===== config.mk =====
export PLATFORM = sky130hd
export DESIGN_NAME = flow_table_prio
export DESIGN_NICKNAME = d
export VERILOG_FILES = /design/src/rtl/flow_table_prio.sv
export SDC_FILE = /design/constraint.sdc
export NUM_CORES = 1
export LEC_CHECK = 0
export ABC_AREA = 1
export ABC_CLOCK_PERIOD_IN_PS = 5050
export BUFFER_PORTS_ARGS = -buffer_cell sky130_fd_sc_hd__buf_2
export CAP_MARGIN = 20
export CORE_MARGIN = 2
export CORE_UTILIZATION = 58
export CTS_CLUSTER_SIZE = 30
export DETAILED_ROUTE_END_ITERATION = 6
export PLACE_DENSITY_LB_ADDON = 0.15
export SLEW_MARGIN = 25
export SYNTH_ARGS = -nofsm -noshare
export SYNTH_HDL_FRONTEND = slang
export SYNTH_SLANG_ARGS = --single-unit

===== constraint.sdc =====
create_clock -name axi_aclk -period 5.05 [get_ports axi_aclk]
set_input_delay 0.2525 -clock axi_aclk [delete_from_list [all_inputs] [get_ports axi_aclk]]
set_output_delay 0.2525 -clock axi_aclk [all_outputs]
set_load 0.005 [all_outputs]

===== src/rtl/flow_table_prio.sv =====
// flow_table_prio: prioritised masked-match table on an AXI-Stream header path, two-stage pipeline.
// Optional per-entry hit counters are enabled by defining FLOW_TABLE_PRIO_ENTRY_STATS_EN.
module flow_table_prio #(
  parameter int HDR_TDATA_WIDTH    = 64,
  parameter int HDR_TUSER_WIDTH    = 32,
  parameter int KEY_WIDTH          = 32,
  parameter int KEY_POS            = 0,
  parameter int NUM_ENTRIES        = 8,
  parameter int ACT_WIDTH          = 8,
  parameter int ACT_POS            = 48,
  parameter int C_S_AXI_DATA_WIDTH = 32,
  localparam int ADDR_W            = $clog2(NUM_ENTRIES)
) (
  input  logic                          axi_aclk,
  input  logic                          axi_resetn,
  input  logic [HDR_TDATA_WIDTH-1:0]    s_axis_hdr_tdata,
  input  logic [HDR_TUSER_WIDTH-1:0]    s_axis_hdr_tuser,
  input  logic                          s_axis_hdr_tvalid,
  output logic                          s_axis_hdr_tready,
  output logic [HDR_TDATA_WIDTH-1:0]    m_axis_hdr_tdata,
  output logic [HDR_TUSER_WIDTH-1:0]    m_axis_hdr_tuser,
  output logic                          m_axis_hdr_tvalid,
  input  logic                          m_axis_hdr_tready,
  input  logic [1:0]                    cfg_mode,
  input  logic [ADDR_W-1:0]             tbl_addr,
  input  logic                          tbl_wren,
  input  logic [KEY_WIDTH-1:0]          tbl_key,
  input  logic [KEY_WIDTH-1:0]          tbl_mask,
  input  logic [ACT_WIDTH-1:0]          tbl_act,
  input  logic                          tbl_valid,
  input  logic [ACT_WIDTH-1:0]          default_act,
  output logic [C_S_AXI_DATA_WIDTH-1:0] hit_total,
  output logic [C_S_AXI_DATA_WIDTH-1:0] miss_total,
  input  logic [ADDR_W-1:0]             stat_addr,
  input  logic                          stat_rden,
  output logic [C_S_AXI_DATA_WIDTH-1:0] stat_data,
  input  logic                          stat_clr
);
  localparam int RES_W = ACT_WIDTH + 2;
  localparam logic [C_S_AXI_DATA_WIDTH-1:0] CNT_MAX = '1;
  localparam logic [C_S_AXI_DATA_WIDTH-1:0] CNT_ONE = {{(C_S_AXI_DATA_WIDTH-1){1'b0}}, 1'b1};

  function automatic logic [C_S_AXI_DATA_WIDTH-1:0] sat_inc(input logic [C_S_AXI_DATA_WIDTH-1:0] c);
    if (c == CNT_MAX) return c;
    else return c + CNT_ONE;
  endfunction

  logic [KEY_WIDTH-1:0]       key_r  [NUM_ENTRIES];
  logic [KEY_WIDTH-1:0]       mask_r [NUM_ENTRIES];
  logic [ACT_WIDTH-1:0]       act_r  [NUM_ENTRIES];
  logic [NUM_ENTRIES-1:0]     vld_r;

  logic                       s1_valid_r;
  logic [HDR_TDATA_WIDTH-1:0] s1_data_r;
  logic [HDR_TUSER_WIDTH-1:0] s1_user_r;
  logic [1:0]                 s1_mode_r;
  logic [NUM_ENTRIES-1:0]     s1_match_r;
  logic [ACT_WIDTH-1:0]       s1_act_r;

  logic                       adv_s;
  logic                       out_hs_s;
  logic [NUM_ENTRIES-1:0]     match_s;
  logic [ACT_WIDTH-1:0]       win_act_s;
  logic                       hit_s;
  logic [ADDR_W-1:0]          idx_s;
  logic                       lookup_s;
  logic                       update_s;
  logic [HDR_TDATA_WIDTH-1:0] res_data_s;

  logic                       m_lookup_r;
  logic                       m_hit_r;
  logic [ADDR_W-1:0]          m_idx_r;

  assign adv_s             = ~m_axis_hdr_tvalid | m_axis_hdr_tready;
  assign s_axis_hdr_tready = axi_resetn & ~(s1_valid_r & ~adv_s);
  assign out_hs_s          = m_axis_hdr_tvalid & m_axis_hdr_tready;

  // Entry write port; only the valid bits need clearing on reset.
  always_ff @(posedge axi_aclk) begin
    if (!axi_resetn) begin
      vld_r <= '0;
    end else if (tbl_wren && (int'(tbl_addr) < NUM_ENTRIES)) begin
      key_r[tbl_addr]  <= tbl_key;
      mask_r[tbl_addr] <= tbl_mask;
      act_r[tbl_addr]  <= tbl_act;
      vld_r[tbl_addr]  <= tbl_valid;
    end
  end

  // Match the incoming key; the winning action is captured now so a later table write cannot alter it.
  always_comb begin
    match_s   = '0;
    win_act_s = '0;
    for (int i = NUM_ENTRIES - 1; i >= 0; i--) begin
      match_s[i] = vld_r[i] &
                   (((s_axis_hdr_tdata[KEY_POS +: KEY_WIDTH] ^ key_r[i]) & ~mask_r[i]) == '0);
      if (match_s[i]) win_act_s = act_r[i];
      else            win_act_s = win_act_s;
    end
  end

  // Stage 1 register: beat, normalised mode and match vector.
  always_ff @(posedge axi_aclk) begin
    if (!axi_resetn) begin
      s1_valid_r <= 1'b0;
      s1_data_r  <= '0;
      s1_user_r  <= '0;
      s1_mode_r  <= 2'b01;
      s1_match_r <= '0;
      s1_act_r   <= '0;
    end else if (s_axis_hdr_tready) begin
      s1_valid_r <= s_axis_hdr_tvalid;
      if (s_axis_hdr_tvalid) begin
        s1_data_r  <= s_axis_hdr_tdata;
        s1_user_r  <= s_axis_hdr_tuser;
        s1_mode_r  <= (cfg_mode == 2'b11) ? 2'b01 : cfg_mode;
        s1_match_r <= match_s;
        s1_act_r   <= win_act_s;
      end
    end
  end

  // Priority encode (lowest index wins) and build the output beat.
  always_comb begin
    hit_s = |s1_match_r;
    idx_s = '0;
    for (int i = NUM_ENTRIES - 1; i >= 0; i--) begin
      if (s1_match_r[i]) idx_s = ADDR_W'(i);
      else               idx_s = idx_s;
    end
    case (s1_mode_r)
      2'b00:   begin lookup_s = 1'b1; update_s = 1'b1; end
      2'b10:   begin lookup_s = 1'b1; update_s = 1'b0; end
      default: begin lookup_s = 1'b0; update_s = 1'b0; end
    endcase
    res_data_s = s1_data_r;
    if (update_s) res_data_s[ACT_POS +: RES_W] = {~hit_s, hit_s, hit_s ? s1_act_r : default_act};
    else          res_data_s = s1_data_r;
  end

  // Stage 2 (output) register.
  always_ff @(posedge axi_aclk) begin
    if (!axi_resetn) begin
      m_axis_hdr_tvalid <= 1'b0;
      m_axis_hdr_tdata  <= '0;
      m_axis_hdr_tuser  <= '0;
      m_lookup_r        <= 1'b0;
      m_hit_r           <= 1'b0;
      m_idx_r           <= '0;
    end else if (adv_s) begin
      m_axis_hdr_tvalid <= s1_valid_r;
      if (s1_valid_r) begin
        m_axis_hdr_tdata <= res_data_s;
        m_axis_hdr_tuser <= s1_user_r;
        m_lookup_r       <= lookup_s;
        m_hit_r          <= hit_s;
        m_idx_r          <= idx_s;
      end
    end
  end

  // Global counters count at the output handshake; a clear beats a concurrent increment.
  always_ff @(posedge axi_aclk) begin
    if (!axi_resetn || stat_clr) begin
      hit_total  <= '0;
      miss_total <= '0;
    end else if (out_hs_s && m_lookup_r) begin
      if (m_hit_r) hit_total  <= sat_inc(hit_total);
      else         miss_total <= sat_inc(miss_total);
    end
  end

`ifdef FLOW_TABLE_PRIO_ENTRY_STATS_EN
  logic [C_S_AXI_DATA_WIDTH-1:0] ent_cnt_r [NUM_ENTRIES];

  // Per-entry hit counters.
  always_ff @(posedge axi_aclk) begin
    if (!axi_resetn || stat_clr) begin
      for (int i = 0; i < NUM_ENTRIES; i++) ent_cnt_r[i] <= '0;
    end else if (out_hs_s && m_lookup_r && m_hit_r) begin
      ent_cnt_r[m_idx_r] <= sat_inc(ent_cnt_r[m_idx_r]);
    end
  end

  // Read port: value appears the cycle after stat_rden and is held until the next read.
  always_ff @(posedge axi_aclk) begin
    if (!axi_resetn) stat_data <= '0;
    else if (stat_rden) stat_data <= ent_cnt_r[stat_addr];
  end
`else
  logic unused_stat_s;
  assign unused_stat_s = ^{stat_addr, stat_rden, m_idx_r};
  assign stat_data     = '0;
`endif

endmodule


==> metrics.cfg <==
[timing]
final.setup_skew_ns = 0.0192
rsz0062_at_grt = false
fmax_ghz = 0.370
setup_viol = 0
slew_headroom_pct = 29.0
hold_violations = 0
slew_violations = 0
worst_slew_pin_slew_ns = 1.07
whs_ns = 0.0450
period_minus_slack_ns = 2.70
finalSetupTns_ns = 0
min_period_over_period_pct = 53.6

[setup_path]
path_class = in2reg
cp.arrival_ns = 2.95
worstPathRequired_ns = 5.29
crit_path_end_kind = register
critPathMaxFanout = 127
startpoint_type = input pin

[power_and_ir_drop]
swShare_pct = 21.6
vdd_drop_max_mv = 0.283
p_clk_share_pct = 41.6
power.leakage_nw = 15.3
power_frac_comb_pct = 5.9
pwr_density_cell_nw_per_um2 = 369
power_switching_mw = 3.21
intPower_mw = 11.7
pwr-share-seq_pct = 52.5

[logic_synthesis]
syn_area_um2 = 33900
postSynthCellCount = 3077
yosysSeqAreaShare_pct = 68.0
yosys_warnings = 0
synth_area_per_cell_um2 = 11.0
synth.area.top_cells = edfxtp_1, dfxtp_1, nand2_1, o21ai_0, nor2_1
synth_cell_types = 49
synth_top_cell_area_share_pct = 51.1
synth.largest_area_cell = edfxtp_1
ys_ff_latch = 862

[detailed_routing]
drt_first_iter_violations = 1807
antenna_left = 0
drt_wl_total_um = 81800
wl_per_cell_um = 18.6
via_per_inst = 5.37
dr.pass1.iters = 5
dr_total_vias = 23646
drc = 0

[cells_and_area]
fillCellCount = 4146
nets = 3754
area_growth_pct = 19.2
final_cell_mix = edfxtp_1, nand2_1, nor2_1, buf_2, o21ai_0
drive_above_1_share_pct = 15.6
final_common_cell = edfxtp_1

[clock_tree]
clk_transition_reported_paths_ns = 0.06
clock_path_buffers = 3
htreeDepth = 3
cts_buffers = 86
clock-sinks = 862
clock_latency_ns = 0.63
cts_tree = built
cts_resized = 0
post_cts_buffers = 0
root_buffer = clkbuf_16

[global_route]
grt_pass1_vias = 23075
grt_pass1_wl_um = 126000
track_usage_pct = 27.0
grt_max_degree = 128
antenna_found_initial = 8
overflow = 0

[job]
maxCapViolCount = 0

[floorplanning]
die_w_um = 246
io_pins = 386
rows = 88
die_area_um2 = 60300
core_um2 = 57700
die_h_um = 246
initial_core_util_pct = 58.7

[place]
gp_congestion = 0.874
io_buffers = 349
dp_hpwl_um = 52800

[run_status]
status = finished, final reports clean

[min_path]
min_path_type = in2reg

[metrics by stage]
step | setup WS [ns] | power (mW) | utilization [%] | cells | area (um^2)
finish | 2.35 | 14.9 | 69.9 | 4400 | 40300
floorplan | 0.650 | 8.41 | - | 3108 | 34000
global placement | 1.88 | 8.70 | 62.5 | 4088 | 36000
detailed placement | 1.69 | 8.74 | 62.5 | 4088 | 36000
global route | 2.07 | 15.4 | 69.9 | 4398 | 40300
CTS | 2.35 | 15.0 | 69.8 | 4394 | 40300
[power by group through the flow]
stage	registers, mW	logic, mW	clock network (mW)
after global routing	7.83	0.978	6.58
final	7.81	0.883	6.19
after CTS	7.81	0.878	6.28
after detailed placement	7.96	0.778	0
after floorplan	7.95	0.453	0
after global placement	7.95	0.753	0
[state kept, by name, indices dropped and copies added (netlist names)]
register / cells
act_r: 64
hit_total: 32
key_r: 256
m_axis_hdr_tdata: 64
m_axis_hdr_tuser: 32
m_axis_hdr_tvalid: 1
m_hit_r: 1
m_lookup_r: 1
mask_r: 256
miss_total: 32
s1_act_r: 8
s1_data_r: 64
s1_match_r: 8
s1_mode_r: 2
s1_user_r: 32
s1_valid_r: 1
vld_r: 8
[critical path, cell delays in order]
cell	delay, ns
buf_6	0.56
inv_1	0.32
buf_4	0.31
nor2_4	0.69
buf_4	0.70
[timing repair]
action	CTS	global route
endpoints found under the setup margin	0	0
hold endpoints to repair	658	0
hold buffers	148	0
[kinds of logic (layout without fill, tap and decap cells)]
kind of cell,count (synthesis),in the layout,share of synthesized area [%]
AOI/OAI and AO/OA,584,584,9.14
xor gates and xnor gates,134,134,3.47
adders and majority gates,2,2,0.0739
buffers and inverters,391,913,5.12
DFF,862,862,68.0
other,1,37,0.0111
and+or+nand+nor,1103,1103,14.2
[routing by layer]
layer / global-route usage (%) / vias up / part of all wire [%]
met5: 0 / - / 0.033
li1: - / 11421 / -
met3: 4.46 / 122 / 6.9
met2: 46.0 / 769 / 49
met1: 36.0 / 11330 / 42
met4: 7.33 / 4 / 2.0
[path summary, 6_finish.rpt]
path                              startpoint                                end  slack [ns]  cells after the start
setup reg to reg      key_r[5][13]$_DFFE_PP_           s1_act_r[6]$_SDFFE_PN0P_        2.40                     17
hold reg to reg   s1_user_r[10]$_SDFFE_PN0P_  m_axis_hdr_tuser[10]$_SDFFE_PN0P_        0.45                      2
hold / removal                default_act[2]  m_axis_hdr_tdata[50]$_SDFFE_PN0P_        0.04                      5
setup / recovery                  axi_resetn             key_r[3][18]$_DFFE_PP_        2.35                      5
[layout make-up]
cell class              count  area (um^2)  share of cell area [%]
diodes                      5         12.5                  0.0310
repair buffers            513         3390                    8.39
flip-flops and latches    862        23000                    57.1
multi-input cells        1855         9280                    23.0
clock buffers             126         2480                    6.14
well taps                 765          957                    2.37
clock inverters            32          282                   0.698
inverters                 242          920                    2.28
[synth_stat cells, drive strengths merged]
| library cell | n |
|---|---|
| clkbuf | 72 |
| dfxtp | 286 |
| nor3 | 26 |
| o211a | 2 |
| o211ai | 11 |
| nand2 | 486 |
| or2 | 16 |
| o21a | 8 |
| a31oi | 5 |
| xnor2 | 130 |
| xor2 | 4 |
| o22ai | 28 |
| nand3 | 84 |
| a21oi | 198 |
| o2111ai | 9 |
| a21boi | 1 |
| o21ai | 312 |
| ha | 2 |
| edfxtp | 576 |
| nor2 | 414 |
| nand4 | 38 |
| clkinv | 2 |
| nand3b | 18 |
| conb | 1 |
| a211oi | 4 |
| nor4 | 16 |
| and2 | 1 |
| o221ai | 6 |
| inv | 240 |
| nor3b | 4 |
| buf | 77 |
(Power assumes the default switching activity.)
